## config.mk

```make
export PLATFORM = sky130hd
export DESIGN_NAME = udp_cmd_reply_tx
export DESIGN_NICKNAME = d
export VERILOG_FILES = /design/src/rtl/udp_cmd_reply_tx.sv
export SDC_FILE = /design/constraint.sdc
export NUM_CORES = 1
export LEC_CHECK = 0
export ABC_AREA = 1
export CAP_MARGIN = 25
export CORE_MARGIN = 2
export CORE_UTILIZATION = 23
export DETAILED_ROUTE_END_ITERATION = 16
export HOLD_SLACK_MARGIN = 0.1
export PLACE_DENSITY = 0.43
export SLEW_MARGIN = 5
export SYNTH_ARGS = -nofsm -noshare
export SYNTH_HDL_FRONTEND = slang
export SYNTH_SLANG_ARGS = --single-unit
```

## constraint.sdc

```tcl
create_clock -name i_clk -period 2.25 [get_ports i_clk]
set_input_delay 0.45 -clock i_clk [delete_from_list [all_inputs] [get_ports i_clk]]
set_output_delay 0.45 -clock i_clk [all_outputs]
set_load 0.1 [all_outputs]
```

## src/rtl/udp_cmd_reply_tx.sv

```systemverilog
// udp_cmd_reply_tx
//   Serialises one command reply descriptor into the UDP reply payload:
//   SEQ | MSG_ID | ADDR | [DATA]. Every field is sent MSB first. DATA is
//   appended only for a read ACK. A downstream stall that lasts
//   STALL_TIMEOUT_CLKS cycles drops the partial reply and pulses o_tx_abort.
//   Optional feature: define UDP_CMD_REPLY_STATS_EN to add saturating
//   ack/nack/abort counters (o_ack_cnt, o_nack_cnt, o_abort_cnt).
module udp_cmd_reply_tx #(
  parameter int SEQ_BYTES          = 4,
  parameter int ADDR_BYTES         = 4,
  parameter int DATA_BYTES         = 4,
  parameter int STALL_TIMEOUT_CLKS = 512
) (
  input  logic                    i_clk,
  input  logic                    i_rst_n,
  input  logic                    i_req_valid,
  output logic                    o_req_ready,
  input  logic [8*SEQ_BYTES-1:0]  i_req_seq,
  input  logic [7:0]              i_req_msg_id,
  input  logic                    i_req_is_read,
  input  logic [8*ADDR_BYTES-1:0] i_req_addr,
  input  logic [8*DATA_BYTES-1:0] i_req_data,
  output logic [7:0]              o_tx_byte,
  output logic                    o_tx_valid,
  input  logic                    i_tx_ready,
  output logic                    o_tx_last,
  output logic                    o_tx_abort
`ifdef UDP_CMD_REPLY_STATS_EN
  ,
  output logic [15:0]             o_ack_cnt,
  output logic [15:0]             o_nack_cnt,
  output logic [15:0]             o_abort_cnt
`endif
);

  localparam int SEQ_W  = 8 * SEQ_BYTES;
  localparam int ADDR_W = 8 * ADDR_BYTES;
  localparam int DATA_W = 8 * DATA_BYTES;

  localparam logic [7:0] MSG_ACK     = 8'hF0;
  localparam logic [7:0] MSG_NACK    = 8'hF1;
  localparam logic [7:0] MSG_UNKNOWN = 8'hFF;

  // The byte counter must hold the largest field index.
  localparam int MAX_SA    = (SEQ_BYTES > ADDR_BYTES) ? SEQ_BYTES : ADDR_BYTES;
  localparam int MAX_BYTES = (MAX_SA > DATA_BYTES) ? MAX_SA : DATA_BYTES;
  localparam int CNT_W     = $clog2(MAX_BYTES + 1);
  localparam int STALL_W   = $clog2(STALL_TIMEOUT_CLKS + 1);

  localparam logic [CNT_W-1:0]   SEQ_FIRST  = CNT_W'(SEQ_BYTES - 1);
  localparam logic [CNT_W-1:0]   ADDR_FIRST = CNT_W'(ADDR_BYTES - 1);
  localparam logic [CNT_W-1:0]   DATA_FIRST = CNT_W'(DATA_BYTES - 1);
  localparam logic [STALL_W-1:0] STALL_LAST = STALL_W'(STALL_TIMEOUT_CLKS - 1);

  typedef enum logic [2:0] {
    S_IDLE,
    S_SEQ,
    S_MSGID,
    S_ADDR,
    S_DATA
  } state_t;

  state_t              state_q, state_d;
  logic [CNT_W-1:0]    cnt_q, cnt_d;          // bytes still to send in the field, minus one
  logic [SEQ_W-1:0]    seq_q, seq_d;          // shifted left as bytes leave; MSB is current byte
  logic [7:0]          msg_q, msg_d;
  logic [ADDR_W-1:0]   addr_q, addr_d;
  logic [DATA_W-1:0]   data_q, data_d;
  logic                send_data_q, send_data_d;
  logic [STALL_W-1:0]  stall_q, stall_d;
  logic                abort_q, abort_d;

  logic [7:0]          msg_coerced;
  logic                tx_hs;
  logic                final_byte;
  logic                stall_hit;

  // Any message id outside ACK/NACK is reported as UNKNOWN.
  always_comb begin
    msg_coerced = MSG_UNKNOWN;
    if ((i_req_msg_id == MSG_ACK) || (i_req_msg_id == MSG_NACK)) begin
      msg_coerced = i_req_msg_id;
    end
  end

  assign o_req_ready = (state_q == S_IDLE);
  assign o_tx_valid  = (state_q != S_IDLE);
  assign tx_hs       = o_tx_valid && i_tx_ready;
  assign final_byte  = (cnt_q == '0) &&
                       (((state_q == S_ADDR) && !send_data_q) || (state_q == S_DATA));
  assign o_tx_last   = final_byte;
  assign o_tx_abort  = abort_q;
  // The 512th consecutive stalled cycle ends the reply.
  assign stall_hit   = o_tx_valid && !i_tx_ready && (stall_q == STALL_LAST);

  // Current payload byte: the top byte of the active field's shift register.
  always_comb begin
    o_tx_byte = 8'h00;
    case (state_q)
      S_SEQ:   o_tx_byte = seq_q[SEQ_W-1 -: 8];
      S_MSGID: o_tx_byte = msg_q;
      S_ADDR:  o_tx_byte = addr_q[ADDR_W-1 -: 8];
      S_DATA:  o_tx_byte = data_q[DATA_W-1 -: 8];
      default: o_tx_byte = 8'h00;
    endcase
  end

  // Next-state logic: descriptor capture, field sequencing and stall watchdog.
  always_comb begin
    state_d     = state_q;
    cnt_d       = cnt_q;
    seq_d       = seq_q;
    msg_d       = msg_q;
    addr_d      = addr_q;
    data_d      = data_q;
    send_data_d = send_data_q;
    abort_d     = 1'b0;

    if (tx_hs || !o_tx_valid) begin
      stall_d = '0;
    end else begin
      stall_d = stall_q + 1'b1;
    end

    case (state_q)
      S_IDLE: begin
        if (i_req_valid) begin
          seq_d       = i_req_seq;
          msg_d       = msg_coerced;
          addr_d      = i_req_addr;
          data_d      = i_req_data;
          send_data_d = (msg_coerced == MSG_ACK) && i_req_is_read;
          cnt_d       = SEQ_FIRST;
          state_d     = S_SEQ;
        end
      end

      S_SEQ: begin
        if (tx_hs) begin
          seq_d = seq_q << 8;
          if (cnt_q == '0) begin
            state_d = S_MSGID;
          end else begin
            cnt_d = cnt_q - 1'b1;
          end
        end
      end

      S_MSGID: begin
        if (tx_hs) begin
          cnt_d   = ADDR_FIRST;
          state_d = S_ADDR;
        end
      end

      S_ADDR: begin
        if (tx_hs) begin
          addr_d = addr_q << 8;
          if (cnt_q != '0) begin
            cnt_d = cnt_q - 1'b1;
          end else if (send_data_q) begin
            cnt_d   = DATA_FIRST;
            state_d = S_DATA;
          end else begin
            state_d = S_IDLE;
          end
        end
      end

      S_DATA: begin
        if (tx_hs) begin
          data_d = data_q << 8;
          if (cnt_q != '0) begin
            cnt_d = cnt_q - 1'b1;
          end else begin
            state_d = S_IDLE;
          end
        end
      end

      default: begin
        state_d = S_IDLE;
        cnt_d   = '0;
      end
    endcase

    // Downstream stuck: drop the partial reply and flag it for one cycle.
    if (stall_hit) begin
      state_d = S_IDLE;
      cnt_d   = '0;
      stall_d = '0;
      abort_d = 1'b1;
    end
  end

  // State and datapath registers.
  always_ff @(posedge i_clk or negedge i_rst_n) begin
    if (!i_rst_n) begin
      state_q     <= S_IDLE;
      cnt_q       <= '0;
      seq_q       <= '0;
      msg_q       <= '0;
      addr_q      <= '0;
      data_q      <= '0;
      send_data_q <= 1'b0;
      stall_q     <= '0;
      abort_q     <= 1'b0;
    end else begin
      state_q     <= state_d;
      cnt_q       <= cnt_d;
      seq_q       <= seq_d;
      msg_q       <= msg_d;
      addr_q      <= addr_d;
      data_q      <= data_d;
      send_data_q <= send_data_d;
      stall_q     <= stall_d;
      abort_q     <= abort_d;
    end
  end

`ifdef UDP_CMD_REPLY_STATS_EN
  logic [15:0] ack_cnt_q, ack_cnt_d;
  logic [15:0] nack_cnt_q, nack_cnt_d;
  logic [15:0] abort_cnt_q, abort_cnt_d;

  // Saturating reply statistics; UNKNOWN replies count as nack.
  always_comb begin
    ack_cnt_d   = ack_cnt_q;
    nack_cnt_d  = nack_cnt_q;
    abort_cnt_d = abort_cnt_q;
    if (tx_hs && final_byte) begin
      if (msg_q == MSG_ACK) begin
        if (ack_cnt_q != 16'hFFFF) ack_cnt_d = ack_cnt_q + 16'd1;
      end else begin
        if (nack_cnt_q != 16'hFFFF) nack_cnt_d = nack_cnt_q + 16'd1;
      end
    end
    if (abort_q && (abort_cnt_q != 16'hFFFF)) begin
      abort_cnt_d = abort_cnt_q + 16'd1;
    end
  end

  // Statistics registers.
  always_ff @(posedge i_clk or negedge i_rst_n) begin
    if (!i_rst_n) begin
      ack_cnt_q   <= '0;
      nack_cnt_q  <= '0;
      abort_cnt_q <= '0;
    end else begin
      ack_cnt_q   <= ack_cnt_d;
      nack_cnt_q  <= nack_cnt_d;
      abort_cnt_q <= abort_cnt_d;
    end
  end

  assign o_ack_cnt   = ack_cnt_q;
  assign o_nack_cnt  = nack_cnt_q;
  assign o_abort_cnt = abort_cnt_q;
`endif

endmodule

```

## After elaboration in Yosys (flattened, before gate mapping)

Index checks and enable logic that the tools add are counted.

| word-level totals | value |
|---|---|
| word-level logic and storage cells | 94 |
| input port bits | 109 |
| register bits | 122 |
| output and inout port bits | 12 |

| cells by class | value |
|---|---|
| reduce and logical (&&, ||, !) cells | 25 |
| mux-type cells | 35 |
| equal/unequal tests | 23 |
| $add $sub $neg | 2 |

Operators by type and width:

| operator | count |
|---|---|
| $mux W32 | 6 |
| $pmux W32 S2 | 3 |
| $mux W3 | 19 |
| $pmux W8 S4 | 1 |
| $pmux W3 S5 | 2 |
| $eq A8 B8 Y1 const B | 3 |
| $ne A3 B3 Y1 const B | 8 |
| $mux W10 | 2 |
| $reduce_and A8 Y1 | 2 |
| $add A10 B1 Y10 const B | 1 |
| $eq A10 B9 Y1 const B | 1 |
| $reduce_and A3 Y1 | 3 |
| $mux W8 | 1 |
| $ne A2 B2 Y1 const B | 4 |
| $eq A3 B2 Y1 const B | 2 |
| $logic_and A1 B1 Y1 | 6 |
| $logic_not A3 Y1 | 2 |
| $ne A3 B2 Y1 const B | 2 |
| $reduce_bool A2 Y1 | 3 |
| $reduce_bool A3 Y1 | 2 |
| $ne A4 B3 Y1 const B | 1 |
| $eq A3 B1 Y1 const B | 1 |
| $eq A3 B3 Y1 const B | 1 |
| $logic_not A1 Y1 | 3 |
| other kinds (4) | 6 |

## Depth between registers and ports, before layout

| logic depth | value |
|---|---|
| depth after elaboration | 5 |
| depth in mapped cells | 11 |

## Worst setup path after synthesis

OpenSTA, ideal clock, no wires.

| path | value |
|---|---|
| path type | reg2out |
| from | reg state_q[1] |
| to | out o_tx_last |
| stages on the path, launching flop included | 5 |
| setup slack | -0.561 ns |
| data arrival time | 2.361 ns |
| required time | 1.800 ns |
| cells stage by stage | dfrtp_1 -> inv_1 -> nand3_2 -> clkbuf_1 -> a21oi_1 |

| on the way | value |
|---|---|
| word-level cells in the longest chain between the ends | 4 |

RTL lines:

| what | RTL line | source |
|---|---|---|
| start: declaration | 63 | `state_t state_q, state_d;` |
| start signal: assignment | 209 | `state_q <= state_d;` |
| $eq A3 B2 Y1 | 90 | `(((state_q == S_ADDR) && !send_data_q) \|\| (state_q == S_DATA));` |
| $logic_and A1 B1 Y1 | 90 |  |
| $logic_or A1 B1 Y1 * | 90 |  |
| $logic_and A1 B1 Y1 * | 89 | `assign final_byte = (cnt_q == '0) &&` |
| end: declaration | 26 | `output logic o_tx_last,` |

Mark *: on every way between the ends. The rest lies on a longest branch, timed or not.

## Worst setup path in the final report

| path | value |
|---|---|
| from | reg state_q[2] |
| to | out o_tx_byte[7] |

| on the way | value |
|---|---|
| word-level cells in the longest chain between the ends | 2 |

RTL lines:

| what | RTL line | source |
|---|---|---|
| $eq A3 B3 Y1 (tied with other cells) | 99 | `case (state_q)` |
| $pmux W8 S4 * | 99 |  |
| end: declaration | 23 | `output logic [7:0] o_tx_byte,` |

Marks and branches as above.

==> metrics <==
share of the synthesized area in the top cell type 52.0%; final wirelength about 17,000 um; critical path endpoint category primary output; CTS Buf Count 17; initial core utilization roughly a quarter; top cells by count, synth 181 x nand2_1, 122 x dfrtp_1, 105 x inv_1, 94 x o21ai_0, 38 x nor2_1; number of global-route vias before repair 4,958; multi-input logic area 2330 um2; Setup CP Type flip-flop to primary output; register bit total from synthesis 122; unrepaired setup endpoints after global routing true; Routed WL per cell around 14 um; PwrDens 1400 nW/um2; Die Footprint between 20,000 and 30,000 um2; initial antenna violation count 0; Unique masters post-synth 34; CTS H-tree lvls 4; Max Slew Vio Count 0; Final setup viols 0; fill cell count 2,667; Synth Instances 712; Synth Warn # 0; sw power 5010 uW; Period Utilization, post-route 99.6%; Clk Tree Root Cell clkbuf_16; DRT Pass-1 Iters 5; Register Area 3060 um2; clk_skew 0.00844 ns; Pleak around 0.0037 uW; final hold violations 0; maximum fanout along the worst path 7; die width 164 um; sequential power share 29.3%; Max-Cap Viols 0; number of vias per cell 4.16; Die Y 164 um; row count just under 60; total power 11,900 uW; Max IR drop VDD 0.777 mV; WP data arrival ~1.8 ns; met2 WL 7480 um; GRT Total Usage 12.9%; hold crit path type input pin to asynchronous set/reset pin; DR DRC count 0; I/O Buffers 120; vias post-DR 4,948; Post-synth EDFFs 0; drt initial violations 289; GPL Wtd Cong roughly 0.74; worst slew margin relative to its limit 60.6%; first-pass GRT wire length 26,400 um; critical path startpoint state_q[2]; beginning of the worst register-to-register path state_q[0]; antenna fix cells 0; Worst-Margin Slew roughly 0.6 ns; core footprint 25,100 um2; count leader, synth nand2_1; Clock Power Share 23.0%; largest area contributor in the netlist dfrtp_1; minimum clock period between 2 and 2.5 ns; status complete, no violations; hpwl dp 11,700 um; internal power 6850 uW; CTS clock-pin slew for the worst setup and hold paths roughly 0.060 ns; setup total negative slack 0 ns; share of layout cells above drive strength 1 roughly 14%; Worst Path Required 1.80 ns; Post-Synthesis Mean Instance Area just over 8 um2; Ports 121; Num Clock Sinks 122; GRT overflow 0; Reg2Reg Depth 8; CTS tree yes; sw frac between 40% and 50%; wl on met1 roughly 8300 um; mapped cell area 5870 um2; syn nets 824; Peak Freq 0.446 GHz; Final #Nets 959; Combinational Power Share 47.8%; met3 routed WL about 750 um; Final Cell Area 8490 um2; top post-synthesis cells by area dfrtp_1 52%, nand2_1 12%, o21ai_0 8.0%, inv_1 6.7%, o211ai_1 3.2%; asr flop ratio synth 100%; CP Launch Type flip-flop; hold_ws slightly below 0.4 ns; Max Root-Sink Buffers 2; pin count of the biggest net entering global routing 72; sequential element share of the synthesized area between 50 and 60%; Synth Flop Type dfrtp_1; Area Growth Syn to Fin 44.6%; top sig layer met4; Post-DP Area roughly 7700 um2; Clk Latency, worst-skew pair 0.41 ns; remaining antenna violation count 0
-- per-stage QoR --
| step | cells | worst slack [ns] | util (%) |
|---|---|---|---|
| 2_1_floorplan | 712 | -0.0205 | - |
| 3_3_place_gp | 1146 | 0.126 | 30.6 |
| 3_5_place_dp | 1146 | 0.106 | 30.6 |
| 4_1_cts | 1189 | -0.0141 | 33.7 |
| 5_1_grt | 1190 | -0.0544 | 33.8 |
| 6_report | 1190 | 0.00813 | 33.8 |
-- sequential cells by signal, summed over array words and instances, names as in the netlist --
signal,cells
o_tx_abort,1
send_data_q,1
msg_q,8
seq_q,32
state_q,3
cnt_q,3
stall_q,10
data_q,32
addr_q,32
-- cell families after synthesis --
family	share of synthesized area (%)
fa+ha+maj	0.640
simple gates	17.8
compound gates	18.4
buf+inv	10.4
flops	52.0
xor+xnor	0.746
-- cell type report --
class	instances	area share, %
sequential	122	36.0
tap	330	4.87
timing repair buffer	152	19.7
inverter	108	5.06
multi-input combinational	446	27.5
clock buffer	19	5.22
clock inverter	13	1.70
-- power groups by stage --
| stage | clock (uW) | sequential (uW) | combinational, uW |
|---|---|---|---|
| 2_1_floorplan | 0 | 3390 | 3680 |
| 5_1_grt | 2900 | 3570 | 6200 |
| 3_3_place_gp | 0 | 3460 | 5520 |
| 3_5_place_dp | 0 | 3480 | 5550 |
| 4_1_cts | 2800 | 3470 | 5710 |
| 6_report | 2720 | 3470 | 5660 |
-- worst paths after layout --
check	to	slack [ns]
min	seq_q[6]	0.39
min reg2reg	msg_q[7]	0.47
max reg2reg	seq_q[16]	0.18
max in group asynchronous	state_q[0]	1.26
min in group i_clk	msg_q[7]	0.47
max	o_tx_byte[7]	0.008
-- placed cells by master, fill, tap and decap left out, types with 4 or more instances in the layout --
cell	synthesis	layout
nand2_1	181	180
dfrtp_1	122	119
clkdlybuf4s50_1	0	107
inv_1	105	101
o21ai_0	94	94
nor2_1	38	37
o211ai_1	25	25
a31oi_1	22	22
buf_4	9	22
buf_12	0	20
clkbuf_16	0	17
o21ai_1	13	12
nand3_1	11	11
o22ai_2	0	6
clkinvlp_4	0	5
a21oi_1	6	5
or2_2	5	5
inv_6	0	4
nand2_2	3	4
nand3_4	0	4
a221o_2	0	4
a221o_1	8	4
o21a_1	4	4
-- critical path, stage by stage (launching register included) --
cell and delay, ns:
dfrtp_2 0.45, buf_12 0.15, nand3_4 0.15, o22ai_2 0.08, a221o_2 0.36, buf_12 0.19
-- repair_timing --
action	CTS	global route
hold endpoints to repair	52	0
resized for setup	21	6
hold buffers	1	0
pin swaps	8	4
gates cloned	2	0
buffers inserted	8	1
setup endpoints to repair	9	9
-- per-layer routing --
layer	GRT usage [%]	vias up
li1	-	2573
met1	18.1	2266
met2	19.4	100
met3	3.33	9
met4	3.63	0
met5	0	-
(Power assumes the default switching activity.)
